## src/rtl/rom_scale_copier.sv

```systemverilog
// Copies a SRC_W x SRC_H image from the synchronous ROM into the framebuffer,
// enlarged by an integer nearest-neighbour factor chosen at start time.
module rom_scale_copier #(
   parameter int SRC_W      = 160,
   parameter int SRC_H      = 120,
   parameter int MAX_FACTOR = 4,
   parameter int DST_STRIDE = 640,
   parameter int ADDR_W     = 19,
   parameter int DATA_W     = 8
) (
   input  logic              clk,
   input  logic              reset,
   input  logic              start,
   input  logic [2:0]        factor,
   output logic              busy,
   output logic              done,
   output logic              err,
   output logic [9:0]        out_w,
   output logic [9:0]        out_h,
   output logic [ADDR_W-1:0] rom_addr,
   input  logic [DATA_W-1:0] rom_data,
   output logic [ADDR_W-1:0] ram_wraddr,
   output logic [DATA_W-1:0] ram_data,
   output logic              ram_wren
);

   localparam int SX_W = (SRC_W > 1) ? $clog2(SRC_W) : 1;
   localparam int SY_W = (SRC_H > 1) ? $clog2(SRC_H) : 1;

   typedef enum logic [1:0] {IDLE, RUN, FLUSH, DONE} state_t;

   state_t            state_q, state_d;
   logic [2:0]        fm1_q, fm1_d;
   logic [2:0]        hsub_q, hsub_d;
   logic [2:0]        vsub_q, vsub_d;
   logic [SX_W-1:0]   sx_q, sx_d;
   logic [SY_W-1:0]   sy_q, sy_d;
   logic [ADDR_W-1:0] src_row_base_q, src_row_base_d;
   logic [ADDR_W-1:0] dst_row_base_q, dst_row_base_d;
   logic [ADDR_W-1:0] dst_addr_q, dst_addr_d;
   logic [ADDR_W-1:0] rom_addr_q, rom_addr_d;
   logic [ADDR_W-1:0] ram_wraddr_q, ram_wraddr_d;
   logic              rd_valid_q, rd_valid_d;
   logic              ram_wren_q, ram_wren_d;
   logic              busy_q, busy_d;
   logic              done_q, done_d;
   logic              err_q, err_d;
   logic [9:0]        out_w_q, out_w_d;
   logic [9:0]        out_h_q, out_h_d;

   logic factor_ok;
   logic hsub_end, vsub_end, sx_end, sy_end;

   assign factor_ok = (factor != 3'd0) && (factor <= 3'(MAX_FACTOR));
   assign hsub_end  = (hsub_q == fm1_q);
   assign vsub_end  = (vsub_q == fm1_q);
   assign sx_end    = (sx_q == SX_W'(SRC_W - 1));
   assign sy_end    = (sy_q == SY_W'(SRC_H - 1));

   always_comb begin
      state_d        = state_q;
      fm1_d          = fm1_q;
      hsub_d         = hsub_q;
      vsub_d         = vsub_q;
      sx_d           = sx_q;
      sy_d           = sy_q;
      src_row_base_d = src_row_base_q;
      dst_row_base_d = dst_row_base_q;
      dst_addr_d     = dst_addr_q;
      rom_addr_d     = rom_addr_q;
      rd_valid_d     = 1'b0;
      busy_d         = 1'b0;
      done_d         = 1'b0;
      err_d          = 1'b0;
      out_w_d        = out_w_q;
      out_h_d        = out_h_q;
      ram_wren_d     = rd_valid_q;
      ram_wraddr_d   = rd_valid_q ? dst_addr_q : ram_wraddr_q;

      case (state_q)
         IDLE: begin
            if (start) begin
               if (factor_ok) begin
                  state_d        = RUN;
                  fm1_d          = factor - 3'd1;
                  out_w_d        = 10'(SRC_W) * 10'(factor);
                  out_h_d        = 10'(SRC_H) * 10'(factor);
                  hsub_d         = '0;
                  vsub_d         = '0;
                  sx_d           = '0;
                  sy_d           = '0;
                  src_row_base_d = '0;
                  dst_row_base_d = '0;
                  dst_addr_d     = '0;
                  rom_addr_d     = '0;
                  rd_valid_d     = 1'b1;
                  busy_d         = 1'b1;
               end else begin
                  err_d = 1'b1;
               end
            end
         end
         RUN: begin
            busy_d = 1'b1;
            if (hsub_end && vsub_end && sx_end && sy_end) begin
               state_d = FLUSH;
            end else begin
               rd_valid_d = 1'b1;
               hsub_d     = hsub_q + 3'd1;
               dst_addr_d = dst_addr_q + 1'b1;
               if (hsub_end) begin
                  hsub_d = '0;
                  if (sx_end) begin
                     // Destination row finished: either replay this source row or move on.
                     sx_d           = '0;
                     dst_row_base_d = dst_row_base_q + ADDR_W'(DST_STRIDE);
                     dst_addr_d     = dst_row_base_q + ADDR_W'(DST_STRIDE);
                     if (vsub_end) begin
                        vsub_d         = '0;
                        sy_d           = sy_q + 1'b1;
                        src_row_base_d = src_row_base_q + ADDR_W'(SRC_W);
                        rom_addr_d     = src_row_base_q + ADDR_W'(SRC_W);
                     end else begin
                        vsub_d     = vsub_q + 3'd1;
                        rom_addr_d = src_row_base_q;
                     end
                  end else begin
                     sx_d       = sx_q + 1'b1;
                     rom_addr_d = rom_addr_q + 1'b1;
                  end
               end
            end
         end
         FLUSH: begin
            state_d = DONE;
            done_d  = 1'b1;
         end
         DONE: begin
            state_d = IDLE;
         end
         default: begin
            state_d = IDLE;
         end
      endcase
   end

   always_ff @(posedge clk) begin
      if (reset) begin
         state_q        <= IDLE;
         fm1_q          <= '0;
         hsub_q         <= '0;
         vsub_q         <= '0;
         sx_q           <= '0;
         sy_q           <= '0;
         src_row_base_q <= '0;
         dst_row_base_q <= '0;
         dst_addr_q     <= '0;
         rom_addr_q     <= '0;
         ram_wraddr_q   <= '0;
         rd_valid_q     <= 1'b0;
         ram_wren_q     <= 1'b0;
         busy_q         <= 1'b0;
         done_q         <= 1'b0;
         err_q          <= 1'b0;
         out_w_q        <= '0;
         out_h_q        <= '0;
      end else begin
         state_q        <= state_d;
         fm1_q          <= fm1_d;
         hsub_q         <= hsub_d;
         vsub_q         <= vsub_d;
         sx_q           <= sx_d;
         sy_q           <= sy_d;
         src_row_base_q <= src_row_base_d;
         dst_row_base_q <= dst_row_base_d;
         dst_addr_q     <= dst_addr_d;
         rom_addr_q     <= rom_addr_d;
         ram_wraddr_q   <= ram_wraddr_d;
         rd_valid_q     <= rd_valid_d;
         ram_wren_q     <= ram_wren_d;
         busy_q         <= busy_d;
         done_q         <= done_d;
         err_q          <= err_d;
         out_w_q        <= out_w_d;
         out_h_q        <= out_h_d;
      end
   end

   assign busy       = busy_q;
   assign done       = done_q;
   assign err        = err_q;
   assign out_w      = out_w_q;
   assign out_h      = out_h_q;
   assign rom_addr   = rom_addr_q;
   assign ram_wraddr = ram_wraddr_q;
   assign ram_wren   = ram_wren_q;
   assign ram_data   = rom_data;

endmodule
```

## config.mk

```make
export PLATFORM = sky130hd
export DESIGN_NAME = rom_scale_copier
export DESIGN_NICKNAME = d
export VERILOG_FILES = /design/src/rtl/rom_scale_copier.sv
export SDC_FILE = /design/constraint.sdc
export NUM_CORES = 1
export LEC_CHECK = 0
export CAP_MARGIN = 5
export CORE_MARGIN = 3
export CORE_UTILIZATION = 56
export DETAILED_ROUTE_END_ITERATION = 7
export MAX_ROUTING_LAYER = met4
export PLACE_DENSITY_LB_ADDON = 0.1
export SYNTH_ARGS = -nofsm -noshare
export SYNTH_HDL_FRONTEND = slang
export SYNTH_SLANG_ARGS = --single-unit
```

## constraint.sdc

```tcl
create_clock -name clk -period 2.7 [get_ports clk]
set_input_delay 0.27 -clock clk [delete_from_list [all_inputs] [get_ports clk]]
set_output_delay 0.27 -clock clk [all_outputs]
set_load 0.1 [all_outputs]
```

Word level (Yosys, flattened, before mapping) --
Cells that the tools add are included.
Word-level totals: output and inout bits 70, input bits 14, word-level logic and storage cells 113, register bits 138
Cells by class: bitwise operators 2, muxes and demuxes 53, reductions and logical operators 14, add/sub/neg operators 9, eq/ne operators 14, order comparisons 1, multipliers 2
Operators with widths (count):
- 19-bit 2-to-1 mux | 15
- 19-bit one-hot mux with 2 select lines | 4
- 7-bit 2-to-1 mux | 6
- 8-bit 2-to-1 mux | 5
- 19-bit by 1-bit adder with 19-bit output, second input constant | 2
- 3-bit 2-to-1 mux | 8
- 19-bit by 10-bit adder with 19-bit output, second input constant | 1
- 19-bit by 8-bit adder with 19-bit output, second input constant | 1
- 8-bit one-hot mux with 2 select lines | 1
- 2-bit inequality test, second input constant | 7
- 7-bit one-hot mux with 2 select lines | 1
- 3-bit one-hot mux with 2 select lines | 2
- 8-bit by 1-bit adder with 8-bit output, second input constant | 1
- 8-bit == test, second input constant | 1
- 2-bit one-hot mux with 4 select lines | 1
- 7-bit by 1-bit adder with 7-bit output, second input constant | 1
- 7-bit == test, second input constant | 1
- 4-bit by 3-bit multiplier with 7-bit output, first input constant | 1
- 7-bit AND reduction | 1
- 3-bit by 1-bit adder with 3-bit output, second input constant | 2
- 3-bit == test | 2
- 2-bit 2-to-1 mux | 3
- 3-bit AND reduction | 2
- 6-bit AND reduction | 1
- 15 further kinds | 25

Logic depth before layout (Yosys ltp) --
Gate-level depths: netlist (run 1).
depth after elaboration 6, gate-level depth with buffers 10, depth with buffers taken out 8

Worst setup path after synthesis (run 1) --
OpenSTA, ideal clock, no wires.
kind reg2reg, start register rom_addr_q[0] (netlist: rom_addr[0]), end register rom_addr_q[18] (netlist: rom_addr[18]), setup slack -145 ps, buffers on the path 0, clock period less this slack 2845 ps, required time 2580 ps, stages on the path, launching flop included 8, arrival time 2725 ps, library setup time 120 ps, cell sequence dfxtp_1 > ha_1 > nand4_1 > nor4_1 > nand4_1 > xor2_1 > nor2_1 > a211o_1
Between the ends: word-level cells in the longest chain between the ends 5
Ends and longest elaborated chain:
- start: declaration | line 41 | logic [ADDR_W-1:0] rom_addr_q, rom_addr_d;
- start signal: assignment | line 177 | rom_addr_q <= rom_addr_d;
- 19-bit by 1-bit adder with 19-bit output | line 129 | rom_addr_d = rom_addr_q + 1'b1;
- 19-bit 2-to-1 mux | line 113 | if (sx_end) begin
- 19-bit 2-to-1 mux | line 111 | if (hsub_end) begin
- 19-bit 2-to-1 mux | line 105 | if (hsub_end && vsub_end && sx_end && sy_end) begin
- 19-bit one-hot mux with 2 select lines | line 80 | case (state_q)
Every way passes these cells. The select of a mux whose other input is x is not followed. A chain may end at the register's enable or synchronous reset.

Worst setup path after layout (run 1) --
start register fm1_q[1], end register dst_addr_q[17]
Between the ends: word-level cells in the longest chain between the ends 6, elaborated cells on any way between the ends 10, those cells by class eq/ne: 3; mux: 3; reduce/logical: 4
Ends and longest elaborated chain:
- start: declaration | line 33 | logic [2:0] fm1_q, fm1_d;
- start signal: assignment | line 169 | fm1_q <= fm1_d;
- 3-bit == test, on equally long branches | line 55, 56
- 1-bit logical AND (3 in series) | line 105
- 2-bit inequality test (no source line)
- 4-bit AND reduction (no source line)
- end signal: assignment | line 176 | dst_addr_q <= dst_addr_d;
- end: declaration | line 40 | logic [ADDR_W-1:0] dst_addr_q, dst_addr_d;
Parallel ways exist; a longest one is shown, timed or not. The select of a mux whose other input is x is not followed.

==> out/qor.txt, run 1 <==
Hold Worst Slack = 427.1 ps
Post-Route Setup TNS = 0 ps
Nets = 895
Non-Filler Instances = 1011
DRC viols = 0
Crit end category = register
Yosys top cell area share = 38.01%
CP Launch Type = register
Hold Startpoint = reset
H-tree levels = 4
Worst path cell trace = xor2_1 > or3_4 > or4_4 > a21oi_1 > o21ai_0 > o311ai_0
Kind of critical path = reg -> reg
Initial DRC Count = 639
Layout cells sized above 1 = 16.09%
Final total power = 6.516 mW
Slew Viols, Final = 0
Mapped cell area = 6584 µm²
DRT Wirelength = 17250 µm
Synth async-reset ratio = 0%
Vias per Instance = 6.135
Post-CTS Setup Bufs = 0
Cts bufs inserted = 17
Main flop type after synthesis = dfxtp_1
Standard cell core area = 11170 µm²
Synth Area per Inst = 8.323 µm²
Row count = 38
Post-Place Cells = 978
Cts hold-fix bufs = 0
Initial antenna violation count = 1
Global-route wire length before repair = 29100 µm
Met2 WL = 8022 µm
Crit path from = fm1_q[1]
Final min period = 2479 ps
Routability cong. = 0.8780
Top post-synthesis cells by count = 125 x dfxtp_1, 73 x nand2_1, 70 x nor2_1
ANT nets after route = 0
Num Clock Sinks = 125
Number of fill cells in the layout = 867
DRT met1 WL = 7684 µm
Io pins = 84
Die width = 114.4 µm
Top-count cell post-synth = dfxtp_1
Cells after Synth = 791
Layout Utilization = 70.99%
Die H = 114.4 µm
Slew of the pin with the lowest slew margin = 659.8 ps
Hold EP = err
Max-slew headroom = 55.68%
PwrDens = 821.5 nW/µm²
Synth area leader = dfxtp_1
Routed vias = 6202
Leakage = 3.207 nW
Hold path cells = 3
Unrepaired setup endpoints after global routing = no
Class of the tightest hold or removal check = in -> reg
Port bufs = 59
Starting Density = 58.92%
Cells on worst reg2reg path = 6
Netlist cell types = 67
Outcome = complete, no violations
Max_cap viols = 0
Top cells by area, synth = dfxtp_1 38%, a21oi_1 5.0%, nand2_1 4.2%
Drt pass-1 iters = 6
Slowest stage delay, CP = 620 ps
Worst path slowest cell = or4_4
Reg-to-Reg End = dst_addr_q[17]
Largest net degree at the start of global routing = 50
Setup violators final = 0
Metal3 WL = 1184 µm
Die area = 13090 µm²
R2r setup slk = 220 ps
Post-CTS sizing = 0
Critical Path RT = 3020 ps
Avg WL per Cell = 17.06 µm
Sequential fraction of the synthesis area = 38.01%
Peak VDD IR = 0.8663 mV
EDFF count, synth = 0
R2R Path Start = fm1_q[1]
CTS tree = built
Maximum root-to-sink buffer count = 2
Final hold vios = 0
Crit Path Max Fanout = 8
Overflow after GRT = 0
Worst path top cell family by delay = simple AND/OR/NAND/NOR gates
Clock transition at path regs = 60 ps
Clk_lat worst skew = 430 ps
Gr usage total = 28.36%
Max Freq = 403.4 MHz
Syn. warnings = 0
Final Skew = 10.58 ps
Critical path arrival = 2800 ps
Vias in the first global route = 5986
FF+latch count, synth = 125
Stages on the worst setup path = 6
Max Used Layer = met4
Hpwl dp = 11960 µm
Cell chosen for the clock root = clkbuf_16
Tcrit/Tclk final = 91.81%
Critical path buffer and inverter count = 0
Syn-to-layout area delta = 20.47%
## routing by layer
| layer | global-route usage (%) | vias up |
|---|---|---|
| li1 | - | 2982 |
| met1 | 35.35 | 2950 |
| met2 | 44.04 | 238 |
| met3 | 7.558 | 32 |
| met4 | 10.85 | 0 |
| met5 | - | - |
## state kept, by name, indices dropped and copies added (netlist names), 2 cells and up
name and flops:
rom_addr 19, vsub_q 3, sy_q 7, out_w 4, sx_q 8, ram_wraddr 19
dst_addr_q 19, hsub_q 3, src_row_base_q 14, out_h 7, dst_row_base_q 12, fm1_q 3
state_q 2
## cells by family (layout without fill, tap and decap cells)
family | Yosys count | in the layout | share of synthesized area, %
other | 1 | 9 | 0.05696
XOR/XNOR | 38 | 38 | 5.055
buffers and inverters | 73 | 145 | 5.473
flip-flops | 125 | 125 | 38.01
adder cells (fa/ha/maj) | 24 | 24 | 4.903
multiplexers | 25 | 25 | 3.820
AND/OR/NAND/NOR | 300 | 300 | 22.84
AO/OA/AOI/OAI | 205 | 205 | 19.84
## metrics by stage
stage	worst slack (ps)	area, µm²
after global placement	131.6	7261
after floorplan	16.69	6613
after global routing	66.68	7931
after CTS	246.7	7929
after detailed placement	65.34	7261
final	221.1	7931
## how the worst max path moves through the flow
stage,to
finish,dst_addr_q[17]
CTS,dst_addr_q[17]
global placement,out_h[9]
global route,dst_addr_q[18]
detailed placement,sy_q[0]
floorplan,rom_addr[18]
## worst min-delay path, cell delays in order
cell and delay, ps:
buf_2 120, buf_4 280, nor2_1 140
## where the power goes
group | internal [mW] | switching (mW) | total [mW] | leakage (nW)
clock | 1.73 | 0.865 | 2.59 | 0.327
combinational | 0.609 | 1.32 | 1.93 | 1.87
sequential | 1.93 | 0.0629 | 1.99 | 1.01
## final cells by class
class	instances	area, µm²	area share [%]
diodes	1	2.502	0.03155
clock buffers	17	425.4	5.364
clock inverters	15	242.7	3.060
inverters	16	60.06	0.7572
multi-input cells	600	3747	47.25
flip-flops and latches	125	2505	31.58
well taps	140	175.2	2.209
repair buffers	97	773.2	9.749
## placed cells by master, fill, tap and decap left out, types with 11 or more instances in the layout
master,n
nand2_1,73
nand3_1,33
nor2b_1,14
dfxtp_1,123
o21ai_0,49
buf_4,89
inv_1,16
nand4_1,14
a21o_1,11
xor2_1,21
nor2_1,70
xnor2_1,17
nor3_1,22
a211oi_1,12
a21oi_1,66
ha_1,21
and3_1,13
clkbuf_16,17
mux2i_1,24
Power figures use the tool's default switching activity.
==> run 2, diff against run 1 <==
--- a/config.mk
+++ b/config.mk
@@ -6,7 +6,6 @@
 export NUM_CORES = 1
 export LEC_CHECK = 0
 export CAP_MARGIN = 5
-export CORE_MARGIN = 3
 export CORE_UTILIZATION = 56
 export DETAILED_ROUTE_END_ITERATION = 7
 export MAX_ROUTING_LAYER = met4
==> out/qor.txt, run 2 (synthesis gave the netlist of run 1 again) <==
Outcome = complete, no violations
Clk_lat worst skew = 420 ps
Starting Density = 57.66%
H-tree levels = 4
Most frequent cells in the layout = 123 x dfxtp_1, 89 x buf_4, 73 x nand2_1, 70 x nor2_1, 66 x a21oi_1
Routability cong. = 0.9611
Final Skew = 11.11 ps
Cell chosen for the clock root = clkbuf_16
Slew of the pin with the lowest slew margin = 667.5 ps
Class of the tightest hold or removal check = in -> reg
Leakage = 3.168 nW
Combinational Power Share = 29.2%
Finished Cell Area = 7868 µm²
Final min period = 2560 ps
CTS tree = built
Layout cells sized above 1 = 15.69%
Overflow after GRT = 0
Final hold vios = 0
Largest net degree at the start of global routing = 66
Global-route wire length before repair = 28100 µm
Max_cap viols = 0
Commonest non-fill, non-tap cell in the layout = dfxtp_1
Post-CTS Setup Bufs = 0
Cts bufs inserted = 17
Worst path cell trace = inv_1 > ha_1 > nand3_1 > or4_4 > a21oi_1 > o21ai_0 > o211ai_1
Sw frac = 34.50%
Routed vias = 6158
Kind of critical path = reg -> reg
Tcrit/Tclk final = 94.82%
Nets = 892
Avg WL per Cell = 16.78 µm
Io pins = 84
Worst path slowest cell = or4_4
Ant diodes = 0
Maximum root-to-sink buffer count = 2
Initial DRC Count = 657
Critical path buffer and inverter count = 1
Area after DPL = 7204 µm²
CP Launch Type = register
Clock power share = 39.7%
Setup violators final = 0
Vias in the first global route = 5769
DRC viols = 0
Crit end category = register
Port bufs = 59
Total internal power = 4.197 mW
Syn-to-layout area delta = 19.50%
Num Clock Sinks = 125
Max-slew headroom = 55.50%
Gr usage total = 29.09%
Worst path top cell family by delay = simple AND/OR/NAND/NOR gates
Post-Route Setup TNS = 0 ps
Standard cell core area = 11420 µm²
Flop pwr share = 31.1%
Hpwl dp = 11850 µm
Drt pass-1 iters = 5
Critical path arrival = 2900 ps
Clock transition at path regs = 60 ps
Die width = 110.4 µm
Slowest stage delay, CP = 570 ps
Critical Path RT = 3040 ps
Initial antenna violation count = 0
Unrepaired setup endpoints after global routing = no
Psw = 2.211 mW
Die area = 12190 µm²
DRT Wirelength = 16950 µm
Crit Path Max Fanout = 9
Row count = 39
Slew Viols, Final = 0
ANT nets after route = 0
PwrDens = 814.5 nW/µm²
Max Freq = 390.6 MHz
Die H = 110.4 µm
Vias per Instance = 6.097
Hold Worst Slack = 381.8 ps
Peak VDD IR = 0.5379 mV
==> run 2: cell type report <==
type | count | area, µm²
clock buffer | 22 | 474.2
clock inverter | 10 | 185.2
fill | 940 | 3551
inverter | 16 | 63.81
multi-input combinational | 600 | 3747
sequential | 125 | 2505
tap | 143 | 178.9
timing repair buffer | 94 | 713.2
==> run 2: timing repair <==
action,4_1_cts,5_1_grt
resized for setup,0,1
endpoints found under the setup margin,0,1
hold buffers,0,0
endpoints found under the hold margin,0,0
==> run 2: path summary, 6_finish.rpt <==
kind,from,to,slack [ps],cells past startpoint
hold / removal,reset,dst_addr_q[1],380,3
setup / recovery,state_q[1],rom_addr[16],140,7
setup reg to reg,state_q[1],rom_addr[16],140,7
hold reg to reg,out_w[7],out_w[7],460,2
==> run 2: layer usage <==
metal	up-vias	routed length (µm)	track usage, %
met5	-	0	-
met4	0	384	12.18
met3	30	900	5.269
met2	226	8090	46.58
met1	2939	7571	36.15
li1	2963	-	-
==> run 2: power groups by stage <==
stage	logic, mW	clock network, mW	registers [mW]
final	1.87	2.54	1.99
after floorplan	1.10	0	2.32
after global routing	2.02	2.65	2.00
after global placement	1.80	0	2.02
after CTS	1.85	2.57	1.99
after detailed placement	1.84	0	2.03
==> run 2: metrics by stage <==
stage	power (mW)	utilization (%)	worst slack, ps	std cells
floorplan	3.419	-	16.69	798
global placement	3.829	63.09	91.17	978
detailed placement	3.866	63.09	4.989	978
CTS	6.409	68.87	181.0	1010
global route	6.674	68.90	6.281	1010
finish	6.408	68.90	139.8	1010
==> run 2: tightest hold or removal path: cells and delay by family <==
family | cells | cell delay, ps
buf+inv | 2 | 350
simple gates | 1 | 120
==> run 3, diff against run 2 <==
--- a/config.mk
+++ b/config.mk
@@ -10,6 +10,8 @@
 export DETAILED_ROUTE_END_ITERATION = 7
 export MAX_ROUTING_LAYER = met4
 export PLACE_DENSITY_LB_ADDON = 0.1
+export SKIP_CTS_REPAIR_TIMING = 1
+export SLEW_MARGIN = 20
 export SYNTH_ARGS = -nofsm -noshare
 export SYNTH_HDL_FRONTEND = slang
 export SYNTH_SLANG_ARGS = --single-unit
==> results of run 3 <==
No change in the layout: final DEF, timing and power equal those of run 2.
